==> src/rtl/stream_pkg.sv <==
// Shared types and helpers for the stream join family: skid occupancy state,
// log2 and lane-offset helpers.
package stream_pkg;

  typedef enum logic [1:0] {
    SKID_EMPTY,
    SKID_ONE,
    SKID_FULL
  } skid_state_e;

  localparam int SKID_DEPTH = 2;

  function automatic int clog2(input int value);
    int r;
    r = 0;
    for (int i = 0; i < 31; i++) begin
      if ((1 << i) < value) r = i + 1;
    end
    return r;
  endfunction

  // Bit offset of lane ch on a bus packed with lane 0 in the LSBs.
  function automatic int lane_lsb(input int ch, input int wd);
    return ch * wd;
  endfunction

endpackage

==> src/rtl/stream_skid_buf.sv <==
// Generic 2-entry register slice: full throughput, registered outputs, and an
// in_ready that depends only on local state (never on out_ready).
//
// state      | meaning
// SKID_EMPTY | nothing held, out_valid low
// SKID_ONE   | main register holds the output beat
// SKID_FULL  | main and skid both hold beats, in_ready low
module stream_skid_buf
  import stream_pkg::*;
#(
  parameter int WD = 8
) (
  input  logic          clk,
  input  logic          rst,
  input  logic          in_valid,
  output logic          in_ready,
  input  logic [WD-1:0] in_data,
  output logic          out_valid,
  input  logic          out_ready,
  output logic [WD-1:0] out_data
);

  skid_state_e state, state_nxt;
  logic [WD-1:0] main_q, skid_q;
  logic in_fire, out_fire;
  logic load_main, load_skid, main_from_skid;

  assign in_ready  = (state != SKID_FULL);
  assign out_valid = (state != SKID_EMPTY);
  assign out_data  = main_q;
  assign in_fire   = in_valid && in_ready;
  assign out_fire  = out_valid && out_ready;

  always_comb begin
    state_nxt      = state;
    load_main      = 1'b0;
    load_skid      = 1'b0;
    main_from_skid = 1'b0;
    case (state)
      SKID_EMPTY: begin
        if (in_fire) begin
          load_main = 1'b1;
          state_nxt = SKID_ONE;
        end
      end
      SKID_ONE: begin
        // A draining main register takes the new beat directly.
        if (in_fire && out_fire) begin
          load_main = 1'b1;
        end else if (in_fire) begin
          load_skid = 1'b1;
          state_nxt = SKID_FULL;
        end else if (out_fire) begin
          state_nxt = SKID_EMPTY;
        end
      end
      SKID_FULL: begin
        if (out_fire) begin
          main_from_skid = 1'b1;
          state_nxt      = SKID_ONE;
        end
      end
      default: state_nxt = SKID_EMPTY;
    endcase
  end

  always_ff @(posedge clk) begin
    if (rst) begin
      state  <= SKID_EMPTY;
      main_q <= '0;
      skid_q <= '0;
    end else begin
      state <= state_nxt;
      if (load_main) main_q <= in_data;
      else if (main_from_skid) main_q <= skid_q;
      if (load_skid) skid_q <= in_data;
    end
  end

endmodule

==> src/rtl/stream_join_n.sv <==
// N-way stream join: consumes one beat from every channel in the same cycle and
// emits their concatenation, with last-alignment checking and a packet counter.
module stream_join_n
  import stream_pkg::*;
#(
  parameter int DATA_WD  = 4,
  parameter int CH_NUM   = 2,
  parameter int HAS_LAST = 1,
  parameter int LAST_CH  = 0,
  parameter int OUT_REG  = 1,
  parameter int CNT_WD   = 16
) (
  input  logic                      clk,
  input  logic                      rst,
  input  logic [CH_NUM-1:0]         in_valid,
  input  logic [CH_NUM-1:0]         in_last,
  input  logic [CH_NUM*DATA_WD-1:0] in_data,
  output logic [CH_NUM-1:0]         in_ready,
  output logic                      out_valid,
  output logic                      out_last,
  output logic [CH_NUM*DATA_WD-1:0] out_data,
  input  logic                      out_ready,
  output logic                      err_last,
  output logic [CNT_WD-1:0]         pkt_cnt
);

  localparam int BUS_WD = CH_NUM * DATA_WD;

  logic all_v, accept, join_fire;
  logic last_sel, beat_last, lane_mismatch;

  assign all_v     = &in_valid;
  assign join_fire = all_v && accept;
  assign in_ready  = {CH_NUM{join_fire}};
  assign last_sel  = (HAS_LAST != 0) ? in_last[LAST_CH] : 1'b0;
  assign lane_mismatch = (|in_last) && !(&in_last);

  generate
    if (OUT_REG != 0) begin : g_reg
      logic              buf_ready;
      logic [BUS_WD:0]   buf_out;

      stream_skid_buf #(.WD(BUS_WD + 1)) u_skid (
        .clk       (clk),
        .rst       (rst),
        .in_valid  (all_v && !rst),
        .in_ready  (buf_ready),
        .in_data   ({last_sel, in_data}),
        .out_valid (out_valid),
        .out_ready (out_ready),
        .out_data  (buf_out)
      );

      assign accept    = buf_ready && !rst;
      assign out_data  = buf_out[BUS_WD-1:0];
      assign beat_last = buf_out[BUS_WD];
    end else begin : g_comb
      assign accept    = out_ready && !rst;
      assign out_valid = all_v;
      assign out_data  = in_data;
      assign beat_last = last_sel;
    end
  endgenerate

  generate
    if (HAS_LAST != 0) begin : g_last
      logic              err_q;
      logic [CNT_WD-1:0] cnt_q;

      always_ff @(posedge clk) begin
        if (rst) begin
          err_q <= 1'b0;
          cnt_q <= '0;
        end else begin
          if (join_fire && lane_mismatch) err_q <= 1'b1;
          // Wraps silently at the counter width.
          if (out_valid && out_ready && beat_last) cnt_q <= cnt_q + CNT_WD'(1);
        end
      end

      assign out_last = beat_last;
      assign err_last = err_q;
      assign pkt_cnt  = cnt_q;
    end else begin : g_no_last
      assign out_last = 1'b0;
      assign err_last = 1'b0;
      assign pkt_cnt  = '0;
    end
  endgenerate

endmodule

==> config.mk <==
export PLATFORM = sky130hd
export DESIGN_NAME = stream_join_n
export DESIGN_NICKNAME = d
export VERILOG_FILES = /design/src/rtl/stream_pkg.sv /design/src/rtl/stream_skid_buf.sv /design/src/rtl/stream_join_n.sv
export SDC_FILE = /design/constraint.sdc
export NUM_CORES = 1
export LEC_CHECK = 0
export CORE_MARGIN = 4
export CORE_UTILIZATION = 52
export DETAILED_ROUTE_END_ITERATION = 12
export PLACE_DENSITY = 0.84
export SLEW_MARGIN = 15
export SYNTH_ARGS = -nofsm -noshare
export SYNTH_HDL_FRONTEND = slang
export SYNTH_SLANG_ARGS = --single-unit
==> constraint.sdc <==
create_clock -name clk -period 3.6 [get_ports clk]
set_input_delay 1.08 -clock clk [delete_from_list [all_inputs] [get_ports clk]]
set_output_delay 1.08 -clock clk [all_outputs]
set_load 0.03 [all_outputs]
==> results of run 1 <==
[how the worst max path moves through the flow]
| stage | start | endpoint | slack, ns | cells after the start |
|---|---|---|---|---|
| 5_1_grt | in_valid[0] | in_ready[1] | 0.21 | 4 |
| 6_report | in_valid[0] | in_ready[1] | 0.32 | 4 |
| 3_5_place_dp | in_valid[0] | in_ready[1] | 0.32 | 4 |
| 3_3_place_gp | in_valid[0] | in_ready[1] | 0.39 | 4 |
| 4_1_cts | in_valid[0] | in_ready[1] | 0.31 | 4 |
| 2_1_floorplan | in_valid[0] | in_ready[0] | 0.93 | 3 |
[where the power goes]
part | internal [mW] | total [mW] | switching (mW)
combinational | 0.0417 | 0.0902 | 0.0485
clock | 0.166 | 0.301 | 0.135
sequential | 0.417 | 0.423 | 0.00652
total | 0.624 | 0.814 | 0.190
[synth_stat cells (all sizes together)]
| master | count |
|---|---|
| o21ai | 1 |
| mux2 | 5 |
| dfxtp | 37 |
| or2 | 1 |
| and2 | 2 |
| and2b | 1 |
| xnor2 | 6 |
| inv | 1 |
| buf | 9 |
| ha | 1 |
| clkbuf | 3 |
| or3 | 1 |
| nor2b | 6 |
| nand4 | 2 |
| and3b | 1 |
| o22a | 1 |
| o211ai | 1 |
| xor2 | 4 |
| nor4b | 1 |
| nor4 | 2 |
| nor3 | 4 |
| and3 | 2 |
| a21oi | 5 |
| nand3 | 17 |
| o211a | 1 |
| nand3b | 1 |
| nor2 | 36 |
| a311oi | 9 |
| mux2i | 10 |
| nand2 | 16 |
| or4 | 1 |
[registers in the layout, indices dropped and copies added (netlist names)]
signal,cells
pkt_cnt,16
g_reg.u_skid.out_data,9
g_reg.u_skid.skid_q,9
g_reg.u_skid.state,2
err_last,1
[worst max-delay path: stages]
cell and delay [ns]:
clkdlybuf4s50_1 0.48, nand2_1 0.10, nor3_1 0.30, buf_4 0.24
[cell type report]
cell class | count | area share, %
multi-input cells | 138 | 41.3
clock inverters | 1 | 1.33
repair buffers | 45 | 19.5
flip-flops and latches | 37 | 32.8
inverters | 1 | 0.166
clock buffers | 7 | 2.44
well taps | 44 | 2.44
[per-layer routing]
metal / up-vias / share of wire, % / GRT usage [%]
met3: 9 / 5.0 / 6.46
met1: 716 / 41 / 20.1
met5: - / 0 / 0
met2: 40 / 52 / 34.9
li1: 733 / - / -
met4: 0 / 1.7 / 8.63
[cell families after synthesis]
| logic type | share of synthesized area [%] |
|---|---|
| simple gates | 26.6 |
| flops | 42.0 |
| compound gates | 11.7 |
| mux | 8.88 |
| buf+inv | 5.11 |
| xor+xnor | 4.97 |
| fa+ha+maj | 0.710 |
[stage by stage]
step	hold WS (ns)	total power [mW]	area, um^2	cells
floorplan	0.463	0.487	1760	188
finish	0.503	0.814	2260	273
CTS	0.508	0.821	2260	273
detailed placement	0.482	0.523	2170	265
global route	0.526	0.844	2260	273
global placement	0.453	0.520	2170	265
==> impl_metrics.yaml, run 1 <==
sta:
  final.setup.tns_ns: 0
  tightest_slew_ns: 0.617
  setup_viol_count_final: 0
  min_period_ns: 3.28
  period_share_pct: 91.0
  slew_headroom_pct: 58.7
  clock_skew_ns: 0.00978
  final_max_slew_viol_count: 0
  grt_setup_unrepaired: "no"
  fmax_mhz: 305
  hold_viol_final: 0
  worst_slack_ns: 0.323
clock_network:
  clkLatencyLatePin_ns: 0.35
  cts_hold_buf: 0
  cts_tree: "yes"
  cts.sinks: 37
  cts_max_level: 2
  cts_root_buffer: "clkbuf_4"
  post_cts_buffers: 0
  clockBufferDepth: 2
  cts_resized: 0
  cts_buffers: 5
  clkTransAtPathRegs_ns: 0.11
finish:
  fin_util_pct: 71.5
  drive_gt1_share_pct: 14.0
  layout_common_cells: "clkdlybuf4s50_1 (41), dfxtp_1 (37), nor2_1 (36), nand3_1 (17), nand2_1 (16)"
  diodes: 0
  nFillCells: 251
  nNetsFinal: 244
  seqCellArea_um2: 741
  syn_to_final_growth_pct: 28.1
  mostFrequentLayoutCell: "clkdlybuf4s50_1"
  multi_input_area_um2: 931
logic_synthesis:
  yosys.area.top_type_share_pct: 42.0
  synth_nets: 204
  yosysWarnings: 0
  synth_area_leaders: "dfxtp_1 (42%), a311oi_2 (7.7%), nor2_1 (7.7%)"
  synth_area_per_cell_um2: 9.37
  synthCells: 188
  syn_area_um2: 1760
  synth-seq-cells: 37
  synth_top_cell_by_area: "dfxtp_1"
  synth_cell_types: 37
  yosysSeqAreaShare_pct: 42.0
power_and_ir_drop:
  ir_drop_mv: 0.222
  leakagePower_nw: 0.874
  powerDensity_nw_per_um2: 361
route:
  dr.pass1.iters: 4
  first_iter_violations: 113
  remaining_drc_errors: 0
  drtAntennaViolNets: 0
  wl_um: 3890
  viasPerCell: 5.49
  num_vias: 1498
  drt-wirelength-per-cell_um: 14.2
status:
  outcome: "completed"
global_routing:
  grt_usage_pct: 19.4
  antenna_found_initial: 0
  grt_pass1_wl_um: 6490
  grt-ovfl-total: 0
  grt_max_degree: 45
  grt_pass1_vias: 1476
setup_path:
  arrival_ns: 2.20
  reg2reg_depth: 4
  timing.rr.start: "pkt_cnt[4]"
  endpoint_kind: "output pin"
  r2r_end: "pkt_cnt[15]"
  r2r_slack_ns: 1.91
  critPathKind: "primary input to output pin"
  critPathLaunchType: "primary input"
  cp_data_required_time_ns: 2.52
  cp_max_fo: 3
min_path:
  whs_endpoint: "err_last"
  min-delay-start: "err_last"
  hold_depth: 2
  hp-class: "flop to flop"
flow_run:
  maxCapViolations: 0
place:
  dp_hpwl_um: 2780
  routabilityCongestion: 0.764
  portBuffers: 43
  pre_cts_slack_ns: 0.320
floorplanning:
  fp.dieW_um: 66.2
  die_y_um: 66.2
  start_util_pct: 55.9
  io_pins: 44
  dieArea_um2: 4380
  std_cell_rows: 20
  core_um2: 3150
(Power assumes the default switching activity.)
==> run 2: changes to the inputs <==
Settings changed: CAP_MARGIN set to 20.
==> results of run 2 <==
The final DEF is identical to that of run 1; final timing and power are the same.
==> run 3: changes to the inputs <==
Settings changed: CORE_MARGIN 4 to 2.
==> run 3 against run 2 <==
Against the previous run:
- register-to-register slack about the same
- sequential power about the same
- global-route usage increased by 0.18 points
- die area decreased by 12%
- clock power decreased by 31%
- combinational power decreased by 0.8%
- count of clock-buffer cells in the layout decreased by 1
- non-clock buffer count unchanged
- power decreased by 11%
- clock skew decreased by 0.0034 ns
- setup slack improved by 0.053 ns
- worst hold slack got worse by 0.024 ns
- critical path type unchanged
- highest routed layer unchanged
==> impl_metrics.yaml, run 3 (synthesis results as in run 1) <==
status:
  outcome: "completed"
power_and_ir_drop:
  leakagePower_nw: 0.860
  switching_share_pct: 26.2
  report.power.total_uw: 722
  p_sw_uw: 189
  clkPwrFrac_pct: 29.0
  seqPwrFrac_pct: 58.6
  pwr-share-comb_pct: 12.4
  cell_internal_pwr_uw: 533
  ir_drop_mv: 0.243
  powerDensity_nw_per_um2: 324
finish:
  nNetsFinal: 244
  diodes: 0
  drive_gt1_share_pct: 14.0
  largest_reg_flops: 16
  mostFrequentLayoutCell: "clkdlybuf4s50_1"
  syn_to_final_growth_pct: 26.3
  fin_util_pct: 67.7
  layout_common_cells: "clkdlybuf4s50_1 (41), dfxtp_1 (37), nor2_1 (36), nand3_1 (17), nand2_1 (16)"
  final_area_um2: 2220
  nFillCells: 276
min_path:
  hp-class: "flop to flop"
  min-delay-start: "err_last"
  whs_endpoint: "err_last"
  hold_depth: 2
setup_path:
  cp_max_fo: 3
  r2r_end: "g_reg.u_skid.skid_q[3]"
  reg2reg_depth: 4
  arrival_ns: 2.14
  r2r_slack_ns: 1.90
  timing.rr.start: "g_reg.u_skid.state[1]"
  cp_data_required_time_ns: 2.52
  critPathLaunchType: "primary input"
  critPathKind: "primary input to output pin"
  endpoint_kind: "output pin"
  cp-startpoint: "in_valid[1]"
sta:
  clock_skew_ns: 0.00636
  setup_viol_count_final: 0
  fmax_mhz: 310
  slew_headroom_pct: 58.7
  final_max_slew_viol_count: 0
  grt_setup_unrepaired: "no"
  period_share_pct: 89.5
  whs_ns: 0.480
  tightest_slew_ns: 0.617
  min_period_ns: 3.22
  hold_viol_final: 0
  final.setup.tns_ns: 0
route:
  drtAntennaViolNets: 0
  viasPerCell: 5.34
  drt-wirelength-per-cell_um: 13.2
  highest_layer: "met4"
  met1_length_um: 1610
  first_iter_violations: 60
  dr.pass1.iters: 4
  remaining_drc_errors: 0
  wl_met3_um: 150
  wl_met2_um: 1820
  num_vias: 1468
  wl_um: 3630
clock_network:
  cts_resized: 0
  cts_hold_buf: 0
  cts_max_level: 2
  cts.sinks: 37
  cts_root_buffer: "clkbuf_4"
  clkTransAtPathRegs_ns: 0.11
  post_cts_buffers: 0
  cts_buffers: 5
  clkLatencyLatePin_ns: 0.34
  cts_tree: "yes"
  clockBufferDepth: 2
global_routing:
  grt_usage_pct: 19.6
  grt_pass1_vias: 1390
  grt_pass1_wl_um: 6170
  antenna_found_initial: 0
  grt-ovfl-total: 0
  grt_max_degree: 45
flow_run:
  maxCapViolations: 0
place:
  place_area_um2: 2170
  routabilityCongestion: 0.847
  portBuffers: 43
floorplanning:
  die_y_um: 62.2
  fp.dieW_um: 62.2
  std_cell_rows: 21
  dieArea_um2: 3870
  io_pins: 44
  core_um2: 3280
  start_util_pct: 53.6
-- run 3: changes by cell type in the layout (fill, tap and decap cells not counted), sizes merged --
cell / change
clkbuf: -1
bufinv: -1
clkinv: +2
-- run 3: per-stage QoR --
stage | setup WS (ns) | std cells
finish | 0.376 | 275
global route | 0.316 | 275
CTS | 0.375 | 275
detailed placement | 0.373 | 267
global placement | 0.384 | 267
floorplan | 0.928 | 188
-- run 3: power groups by stage --
stage	registers, mW	clock network (mW)	logic (mW)
after global routing	0.425	0.238	0.0953
after global placement	0.432	0	0.0887
after floorplan	0.443	0	0.0440
final	0.423	0.209	0.0895
after CTS	0.423	0.214	0.0901
after detailed placement	0.433	0	0.0895
-- run 3: layout make-up --
cell class | count | area [um^2] | share of cell area [%]
clock buffer | 6 | 41.3 | 1.86
inverter | 1 | 3.75 | 0.169
timing repair buffer | 45 | 440 | 19.8
sequential | 37 | 741 | 33.3
tap | 46 | 57.6 | 2.59
clock inverter | 2 | 10.0 | 0.450
multi-input combinational | 138 | 931 | 41.8
-- run 3: worst max-delay path by stage --
stage | endpoint | cells after the start
floorplan | in_ready[0] | 3
global route | in_ready[1] | 4
global placement | in_ready[1] | 4
finish | in_ready[1] | 4
detailed placement | in_ready[1] | 4
CTS | in_ready[1] | 4
-- run 3: worst max-delay path, cell delays in order --
cell	delay (ns)
clkdlybuf4s50_1	0.47
nand2_1	0.09
nor3_1	0.27
buf_4	0.23
-- run 3: metal layers --
layer  global-route usage (%)  up-vias
met4                     6.94        0
met3                     4.89        6
met1                     23.1      693
met5                        0        -
met2                     34.5       33
li1                         -      736
